--- src/rtl/flash_pkg.sv ---
// Shared definitions for the SPI NOR flash sequencers: opcodes, status bits,
// and the state encodings used by the erase sequencer and its handshake helper.
package flash_pkg;

    localparam logic [7:0] CMD_WREN = 8'h06;
    localparam logic [7:0] CMD_CE   = 8'hC7;
    localparam logic [7:0] CMD_SE   = 8'h20;
    localparam logic [7:0] CMD_RDSR = 8'h05;

    localparam int WIP = 0;

    typedef enum logic [3:0] {
        IDLE,
        WREN_GO,
        WREN_WAIT,
        GAP1,
        ERASE_GO,
        ERASE_WAIT,
        POLL_DLY,
        POLL_GO,
        POLL_WAIT,
        CHECK,
        FINISH,
        FAIL
    } state_e;

    typedef enum logic [1:0] {
        TW_IDLE,
        TW_TRIG2,
        TW_RISE,
        TW_FALL
    } txn_state_e;

    // Right-aligned 4 KB sector erase frame: opcode, sector address, zero offset.
    function automatic logic [127:0] sector_erase_frame(input logic [11:0] sector_hi);
        return {96'b0, CMD_SE, sector_hi, 12'h000};
    endfunction

endpackage

--- src/rtl/spi_txn_wait.sv ---
// One spictl transaction: a two-cycle trig pulse, then wait for isbusy to rise
// (bounded by HS_TIMEOUT) and fall again (unbounded).
module spi_txn_wait
    import flash_pkg::*;
#(
    parameter int HS_TIMEOUT = 1024
) (
    input  logic clk,
    input  logic rst,
    input  logic go,
    input  logic isbusy,
    output logic trig,
    output logic txn_done,
    output logic txn_fail
);

    txn_state_e  st_q, st_d;
    logic [31:0] cnt_q, cnt_d;
    logic        trig_q, trig_d;
    logic        txn_done_q, txn_done_d;
    logic        txn_fail_q, txn_fail_d;

    always_comb begin
        st_d       = st_q;
        cnt_d      = cnt_q;
        trig_d     = 1'b0;
        txn_done_d = 1'b0;
        txn_fail_d = 1'b0;
        case (st_q)
            TW_IDLE: begin
                if (go) begin
                    trig_d = 1'b1;
                    st_d   = TW_TRIG2;
                end
            end
            // isbusy seen during the second trig cycle already counts as risen
            TW_TRIG2: begin
                trig_d = 1'b1;
                cnt_d  = '0;
                st_d   = isbusy ? TW_FALL : TW_RISE;
            end
            TW_RISE: begin
                if (isbusy) begin
                    st_d = TW_FALL;
                end else if (cnt_q == 32'(HS_TIMEOUT)) begin
                    txn_fail_d = 1'b1;
                    st_d       = TW_IDLE;
                end else begin
                    cnt_d = cnt_q + 32'd1;
                end
            end
            TW_FALL: begin
                if (!isbusy) begin
                    txn_done_d = 1'b1;
                    st_d       = TW_IDLE;
                end
            end
        endcase
    end

    always_ff @(posedge clk) begin
        if (rst) begin
            st_q       <= TW_IDLE;
            cnt_q      <= '0;
            trig_q     <= 1'b0;
            txn_done_q <= 1'b0;
            txn_fail_q <= 1'b0;
        end else begin
            st_q       <= st_d;
            cnt_q      <= cnt_d;
            trig_q     <= trig_d;
            txn_done_q <= txn_done_d;
            txn_fail_q <= txn_fail_d;
        end
    end

    assign trig     = trig_q;
    assign txn_done = txn_done_q;
    assign txn_fail = txn_fail_q;

endmodule

--- src/rtl/flash_erase_seq.sv ---
// SPI NOR erase sequencer: WREN, chip or sector erase, then status polling
// until WIP clears or the poll budget runs out, behind a start/done handshake.
module flash_erase_seq
    import flash_pkg::*;
#(
    parameter int GAP_CYCLES    = 16,
    parameter int POLL_INTERVAL = 50000,
    parameter int POLL_MAX      = 4000,
    parameter int HS_TIMEOUT    = 1024
) (
    input  logic         sclk,
    input  logic         rst,
    input  logic         start,
    input  logic         sector,
    input  logic [23:0]  addr,
    output logic         busy,
    output logic         done,
    output logic         error,
    output logic [7:0]   status,
    output logic         trig,
    output logic [7:0]   datalength,
    output logic [127:0] senddata,
    input  logic         isbusy,
    input  logic [127:0] recvdata
);

    localparam int PCNT_W = (POLL_MAX < 1) ? 1 : $clog2(POLL_MAX + 1);

    state_e              state_q, state_d;
    logic [31:0]         cnt_q, cnt_d;
    logic [PCNT_W-1:0]   pcnt_q, pcnt_d, pcnt_inc;
    logic                sector_q, sector_d;
    logic [11:0]         sect_hi_q, sect_hi_d;
    logic                busy_q, busy_d;
    logic                done_q, done_d;
    logic                error_q, error_d;
    logic [7:0]          status_q, status_d;
    logic [7:0]          dlen_q, dlen_d;
    logic [127:0]        sdata_q, sdata_d;
    logic                fail_now;
    logic                txn_go, txn_done, txn_fail;
    logic                unused_bits;

    assign txn_go   = (state_q == WREN_GO) || (state_q == ERASE_GO) || (state_q == POLL_GO);
    assign pcnt_inc = pcnt_q + 1'b1;

    spi_txn_wait #(
        .HS_TIMEOUT(HS_TIMEOUT)
    ) u_txn (
        .clk      (sclk),
        .rst      (rst),
        .go       (txn_go),
        .isbusy   (isbusy),
        .trig     (trig),
        .txn_done (txn_done),
        .txn_fail (txn_fail)
    );

    always_comb begin
        state_d   = state_q;
        cnt_d     = cnt_q;
        pcnt_d    = pcnt_q;
        sector_d  = sector_q;
        sect_hi_d = sect_hi_q;
        busy_d    = busy_q;
        done_d    = 1'b0;
        error_d   = 1'b0;
        status_d  = status_q;
        dlen_d    = dlen_q;
        sdata_d   = sdata_q;
        fail_now  = 1'b0;
        case (state_q)
            IDLE: begin
                if (start) begin
                    sector_d  = sector;
                    sect_hi_d = addr[23:12];
                    pcnt_d    = '0;
                    cnt_d     = '0;
                    state_d   = WREN_GO;
                end
            end
            WREN_GO: begin
                busy_d  = 1'b1;
                dlen_d  = 8'd8;
                sdata_d = {120'b0, CMD_WREN};
                state_d = WREN_WAIT;
            end
            WREN_WAIT: begin
                if (txn_fail) begin
                    fail_now = 1'b1;
                end else if (txn_done) begin
                    cnt_d   = '0;
                    state_d = GAP1;
                end
            end
            GAP1: begin
                if (cnt_q + 32'd1 >= 32'(GAP_CYCLES)) begin
                    cnt_d   = '0;
                    state_d = ERASE_GO;
                end else begin
                    cnt_d = cnt_q + 32'd1;
                end
            end
            ERASE_GO: begin
                if (sector_q) begin
                    dlen_d  = 8'd32;
                    sdata_d = sector_erase_frame(sect_hi_q);
                end else begin
                    dlen_d  = 8'd8;
                    sdata_d = {120'b0, CMD_CE};
                end
                state_d = ERASE_WAIT;
            end
            ERASE_WAIT: begin
                if (txn_fail) begin
                    fail_now = 1'b1;
                end else if (txn_done) begin
                    cnt_d   = '0;
                    state_d = POLL_DLY;
                end
            end
            POLL_DLY: begin
                if (cnt_q + 32'd1 >= 32'(POLL_INTERVAL)) begin
                    cnt_d   = '0;
                    state_d = POLL_GO;
                end else begin
                    cnt_d = cnt_q + 32'd1;
                end
            end
            POLL_GO: begin
                dlen_d  = 8'd16;
                sdata_d = {112'b0, CMD_RDSR, 8'h00};
                state_d = POLL_WAIT;
            end
            POLL_WAIT: begin
                if (txn_fail) begin
                    fail_now = 1'b1;
                end else if (txn_done) begin
                    state_d = CHECK;
                end
            end
            // done/error are registered on entry so they coincide with FINISH/FAIL
            CHECK: begin
                status_d = recvdata[7:0];
                pcnt_d   = pcnt_inc;
                if (!recvdata[WIP]) begin
                    done_d  = 1'b1;
                    busy_d  = 1'b0;
                    state_d = FINISH;
                end else if (pcnt_inc == PCNT_W'(POLL_MAX)) begin
                    fail_now = 1'b1;
                end else begin
                    cnt_d   = '0;
                    state_d = POLL_DLY;
                end
            end
            FINISH:  state_d = IDLE;
            FAIL:    state_d = IDLE;
            default: state_d = IDLE;
        endcase
        if (fail_now) begin
            error_d = 1'b1;
            busy_d  = 1'b0;
            state_d = FAIL;
        end
    end

    always_ff @(posedge sclk) begin
        if (rst) begin
            state_q  <= IDLE;
            cnt_q    <= '0;
            pcnt_q   <= '0;
            busy_q   <= 1'b0;
            done_q   <= 1'b0;
            error_q  <= 1'b0;
            status_q <= 8'h00;
            dlen_q   <= 8'h00;
            sdata_q  <= '0;
        end else begin
            state_q   <= state_d;
            cnt_q     <= cnt_d;
            pcnt_q    <= pcnt_d;
            sector_q  <= sector_d;
            sect_hi_q <= sect_hi_d;
            busy_q    <= busy_d;
            done_q    <= done_d;
            error_q   <= error_d;
            status_q  <= status_d;
            dlen_q    <= dlen_d;
            sdata_q   <= sdata_d;
        end
    end

    assign busy       = busy_q;
    assign done       = done_q;
    assign error      = error_q;
    assign status     = status_q;
    assign datalength = dlen_q;
    assign senddata   = sdata_q;

    assign unused_bits = ^{addr[11:0], recvdata[127:8]};

endmodule

--- config.mk ---
export PLATFORM = sky130hd
export DESIGN_NAME = flash_erase_seq
export DESIGN_NICKNAME = d
export VERILOG_FILES = /design/src/rtl/flash_pkg.sv /design/src/rtl/spi_txn_wait.sv /design/src/rtl/flash_erase_seq.sv
export SDC_FILE = /design/constraint.sdc
export NUM_CORES = 1
export LEC_CHECK = 0
export BUFFER_PORTS_ARGS = -buffer_cell sky130_fd_sc_hd__buf_4
export CAP_MARGIN = 10
export CORE_MARGIN = 3
export CORE_UTILIZATION = 48
export CTS_CLUSTER_SIZE = 16
export DETAILED_ROUTE_END_ITERATION = 8
export GPL_ROUTABILITY_DRIVEN = 0
export GPL_TIMING_DRIVEN = 0
export PLACE_DENSITY_LB_ADDON = 0.08
export SETUP_SLACK_MARGIN = 0.1
export SYNTH_ARGS = -nofsm -noshare
export SYNTH_HDL_FRONTEND = slang
export SYNTH_SLANG_ARGS = --single-unit
--- constraint.sdc ---
create_clock -name sclk -period 3.1 [get_ports sclk]
set_input_delay 0.62 -clock sclk [delete_from_list [all_inputs] [get_ports sclk]]
set_output_delay 0.62 -clock sclk [all_outputs]
set_load 0.02 [all_outputs]
-- After elaboration in Yosys (flattened, before gate mapping)
Cells that the tools add are included.
Widths: inputs -> output; s select.
- word-level logic and storage cells: 141
- register bits: 245
- input port bits: 157
- output and inout port bits: 148
- equality and inequality tests: 44
- bitwise logic cells: 4
- mux-type cells: 48
- add/sub/neg operators: 3
- magnitude comparators: 2
- reduce and logical (&&, ||, !) cells: 23
- operators with widths (cell ; number):
    $pmux 128 s3 ; 1
    $mux 32 ; 9
    $pmux 32 s5 ; 1
    $add 32x1->32 const B ; 2
    $pmux 32 s2 ; 1
    $mux 4 ; 12
    $pmux 4 s10 ; 1
    $eq 32x11->1 const B ; 1
    $ge 32x16->1 const B ; 1
    $ge 32x5->1 const B ; 1
    $mux 30 ; 1
    $ne 2x2->1 const B ; 14
    $pmux 12 s2 ; 1
    $pmux 8 s3 ; 1
    $ne 3x3->1 const B ; 7
    $reduce_and 10->1 ; 2
    $eq 4x3->1 const B ; 4
    $add 12x1->12 const B ; 1
    $eq 12x12->1 const B ; 1
    $mux 12 ; 1
    $ne 3x2->1 const B ; 4
    $mux 1 ; 10
    $reduce_and 3->1 ; 3
    $eq 4x2->1 const B ; 2
    21 further kinds ; 42

-- Logic depth before layout (Yosys ltp)
- depth after elaboration: 7
- mapped depth: 11
- gate-level depth less buffers: 10

-- Hierarchy
Synthesis repeated with hierarchy kept, for this count alone.
- cells, all modules: 917
- area total of the unflattened synthesis: 7633.6 µm²
- by module, submodules not included (module ; seq. area each (µm²) ; area an instance (µm²) ; times used ; cells each):
    flash_erase_seq ; 1891.8 ; 5461.5 ; 1 ; 658
    spi_txn_wait ; 740.7 ; 2172.1 ; 1 ; 259

-- Worst setup path after synthesis
No wires, ideal clock.
- path type: reg-to-reg
- from: register cnt_q[0]
- to: register state_q[2]
- setup slack: 0.245 ns
- arrival: 2.733 ns
- stages on the path, launching flop included: 11
- setup time: 0.121 ns
- path buffers: 1
- period minus slack after synthesis: 2.855 ns
- required time: 2.979 ns
- cell sequence: dfxtp_1 > ha_1 > nand3_1 > buf_2 > o31ai_1 > nand4_1 > o41ai_1 > nand4_1 > nor4_4 > nor3_2 > mux2_4
- cells in the longest elaborated chain, start to end: 4
- elaborated cells on any way between the ends: 6
- those cells by class: add/sub (1); order compare (2); eq/ne (2); reduce/logical (1)
- RTL lines (item ; RTL line ; text):
    from (decl) ; flash_erase_seq.sv:30 ; logic [31:0] cnt_q, cnt_d;
    from (signal assigned) ; flash_erase_seq.sv:181 ; cnt_q <= cnt_d;
    $add 32x1->32 (*) ; flash_erase_seq.sv:97, flash_erase_seq.sv:123 ;
    $ge 32x16->1 or $ge 32x5->1 (tied branches) ; flash_erase_seq.sv:123, flash_erase_seq.sv:97 ;
    $ne 2x2->1 (no source line) ; n/a ;
    $reduce_and 10->1 (no source line) (*) ; n/a ;
    to (signal assigned) ; flash_erase_seq.sv:180 ; state_q <= state_d;
    to (decl) ; flash_erase_seq.sv:29 ; state_e state_q, state_d;
Every way passes the cells marked *; elsewhere a longest branch is shown, timed or not.
A chain may end at the register's enable or synchronous reset.

-- Worst setup path in the final report
- from: register pcnt_q[0]
- to: register state_q[2]
- cells in the longest elaborated chain, start to end: 6
- elaborated cells on any way between the ends: 8
- those cells by class: add/sub (1); eq/ne (2); mux (3); reduce/logical (2)
- RTL lines (item ; RTL line ; text):
    from (decl) ; flash_erase_seq.sv:31 ; logic [PCNT_W-1:0] pcnt_q, pcnt_d, pcnt_inc;
    from (signal assigned) ; flash_erase_seq.sv:182 ; pcnt_q <= pcnt_d;
    $add 12x1->12 (*) ; flash_erase_seq.sv:45 ; assign pcnt_inc = pcnt_q + 1'b1;
    $eq 12x12->1 (*) ; flash_erase_seq.sv:150 ; end else if (pcnt_inc == PCNT_W'(POLL_MAX)) begin
    $mux 1 ; flash_erase_seq.sv:150 ;
    $mux 1 ; flash_erase_seq.sv:146 ; if (!recvdata[WIP]) begin
    $pmux 1 s2 ; flash_erase_seq.sv:72 ; case (state_q)
    $reduce_or 2->1 (no source line) ; n/a ;
Marks and branches as above.

==> metrics <==
commonest non-fill, non-tap cells in the layout=buf_4 (186), conb_1 (113), dfxtp_1 (110), nor2_1 (88), nand2_1 (69); area leader, netlist=dfxtp_1; Synth Cell Area=roughly 0.0071 mm2; initial antenna violation count=0; number of synthesized flops with an enable pin=13; minimum clock period=between 2 and 3 ns; commonest non-fill, non-tap cell in the layout=buf_4; largest net degree at the start of global routing=17; final setup violation count=0; Final Non-Filler Cells=1,226; diode count=0; Final #Nets=~1,200; Fin. Hold Viols=0; worst min-delay path class=in2reg; max-cap violations=0; Synth Flop Type=dfxtp_1; clock latency on the worst-skew pair=0.42 ns; gr busiest metal=met2; syn avg cell area=~8.4 um2; Leak Pwr=roughly 4 nW; clk_skew=roughly 0.013 ns; Root Buffer=clkbuf_16; GRT overflow=0; Synth async-reset ratio=0%; Hold Slack=approximately 0.38 ns; fmax=between 0.3 and 0.4 GHz; largest family of logic cells by synthesized area=simple AND/OR/NAND/NOR gates; drt pass-1 iters=5; xor and xnor area share after synthesis=~4.7%; Area Growth Syn to Fin=24.8%; CTS tree=yes; final WL=roughly 16 mm; first-pass GRT wire length=approximately 26 mm; power density over cell area=about 560 mW/mm2; Num CTS Buffers=17; Compound-Gate Fraction of Synth Area=13.2%; outcome=finished, final reports clean; Setup TNS=0 ns; global routing usage on met2=between 30% and 40%; crit share post-route=roughly nine tenths; hold path start=addr[21]; Crit Reg-Reg Startpoint=pcnt_q[0]; Hold Buf Count CTS=0; mux contribution to synthesized area=~1.3%; share of cells above drive strength 1=between 20% and 30%; Die Footprint=0.0162 mm2; M1 GR Usage=about a quarter; Starting Density=between 40% and 50%; Peak VDD IR=0.440 mV; DRC=0; Yosys warning total=0; core area=~0.014 mm2; Seq cells post-synth=approximately 130; DP HPWL=roughly 12 mm; GR Layer Usage met3=6.10%; r2r endpoint=state_q[2]; vias in the first global route=roughly 5,400; 1st-iter DRT viols=around 490; Die Width=~130 um; Syn Inst Count=841; Max Fanout on Critical Path=6; clk slew on worst S/H paths=0.06 ns; critical path launch point type=register; Buffers on Ports=59; ANT nets after route=0; Worst Hold Path EP=sect_hi_q[9]; Unique masters post-synth=between 60 and 70; RSZ-0062 raised after global routing=false; routed vias/inst=4.95; Post-Synth Simple-Gate Area=between 20% and 30%; # clock sinks=between 100 and 150; Slew Limit Fails=0; dpl cells=~1,200; I/O pin count=305; hold depth=1; register area share after synthesis=between 30% and 40%; Clock Tree Buf Depth=2; Wirelength per Cell=13.1 um; CTS H-tree depth=4; die height=~130 um; FP Rows=43; Critical Path AT=3.10 ns; flop-to-flop setup slack=between 0.3 and 0.4 ns; slew at the pin closest to its max-slew limit=~0.66 ns; GRT Overall Usage=19.3%; CP Data Required Time=around 3.4 ns; Synth top area share=approximately a third; vias post-DR=around 6,100; Worst Setup Path Type=reg2reg; crit end category=register; Synth area leaders=dfxtp_1 (32%), buf_4 (13%), edfxtp_1 (5.5%), nor2_1 (4.7%), nand2_1 (3.7%); FF-to-FF path depth=10; Rel. slew slack=55.8%; Synth Area in Adders=less than 1%
-- registers in the layout (all words and copies together), names as in the netlist, 4 cells and up --
name,flops
cnt_q,32
pcnt_q,12
sect_hi_q,12
senddata,14
state_q,4
status,8
u_txn.cnt_q,32
-- cell families (layout without fill, tap and decap cells) --
group           Yosys count  in the layout
simple gates            339            339
compound gates          140            140
flops                   125            125
buf+inv                 185            278
mux                       8              8
other cells               1            113
fa+ha+maj                 5              5
xor+xnor                 38             38
-- repair_timing --
item,in CTS,in global routing
gates resized for setup,7,22
setup endpoints to repair,28,34
buffers inserted,2,0
gates cloned,0,0
endpoints found under the hold margin,0,0
pin swaps,2,1
-- how the worst max path moves through the flow --
stage               depth (start not counted)         end  startpoint  slack [ns]
finish                                     10  state_q[2]   pcnt_q[0]        0.30
global route                               10  state_q[2]   pcnt_q[0]        0.14
CTS                                        11   cnt_q[13]   pcnt_q[0]        0.11
detailed placement                         10  state_q[2]    cnt_q[0]       -0.35
global placement                           10  state_q[2]    cnt_q[0]       -0.32
floorplan                                  10  state_q[2]    cnt_q[0]        0.25
-- metrics by stage --
step / area [um2] / worst slack [ns] / power (mW) / utilization (%)
after floorplan: 7480 / 0.245 / 2.71 / -
after global placement: 8150 / -0.325 / 3.03 / 57.6
after detailed placement: 8150 / -0.345 / 3.02 / 57.6
after CTS: 8740 / 0.105 / 4.93 / 61.8
after global routing: 8810 / 0.138 / 5.16 / 62.3
final: 8810 / 0.304 / 4.94 / 62.3
-- worst max-delay path, stage by stage, from the launching register on --
cell and delay, ns:
dfxtp_1 0.39, ha_1 0.24, and4_1 0.20, clkbuf_1 0.23, nand3_1 0.13, mux2i_1 0.21
o21ai_0 0.19, or4_4 0.59, o21ai_2 0.13, nor3_2 0.07, mux2_4 0.30
-- final cells by class --
cell class	instances	area, um2
multi-input combinational	643	3740
tap	180	225
inverter	22	82.6
sequential	125	2640
clock buffer	20	437
timing repair buffer	61	458
fill	1300	5340
clock inverter	12	121
buffer	163	1100
-- per-layer routing --
metal,vias to the layer above,wire length (um)
li1,3112,-
met1,2699,7390
met2,234,7140
met3,21,1320
met4,0,239
met5,-,0
-- where the power goes --
group          switching [mW]  internal (mW)
registers              0.0741           1.74
logic                   0.805          0.429
clock network           0.719           1.17
-- cell usage after synthesis (all sizes together) (7+ instances only) --
library cell / number
xor2: 28
nor4: 14
edfxtp: 13
o21ai: 21
nand2: 69
nand2b: 8
nor2: 88
and3: 37
a21oi: 43
a211oi: 14
nand4: 24
nor3: 16
xnor2: 10
and4: 9
a22oi: 17
inv: 22
clkbuf: 30
buf: 133
dfxtp: 112
nor2b: 7
or3: 9
nand3: 32
Power figures use the tool's default switching activity.
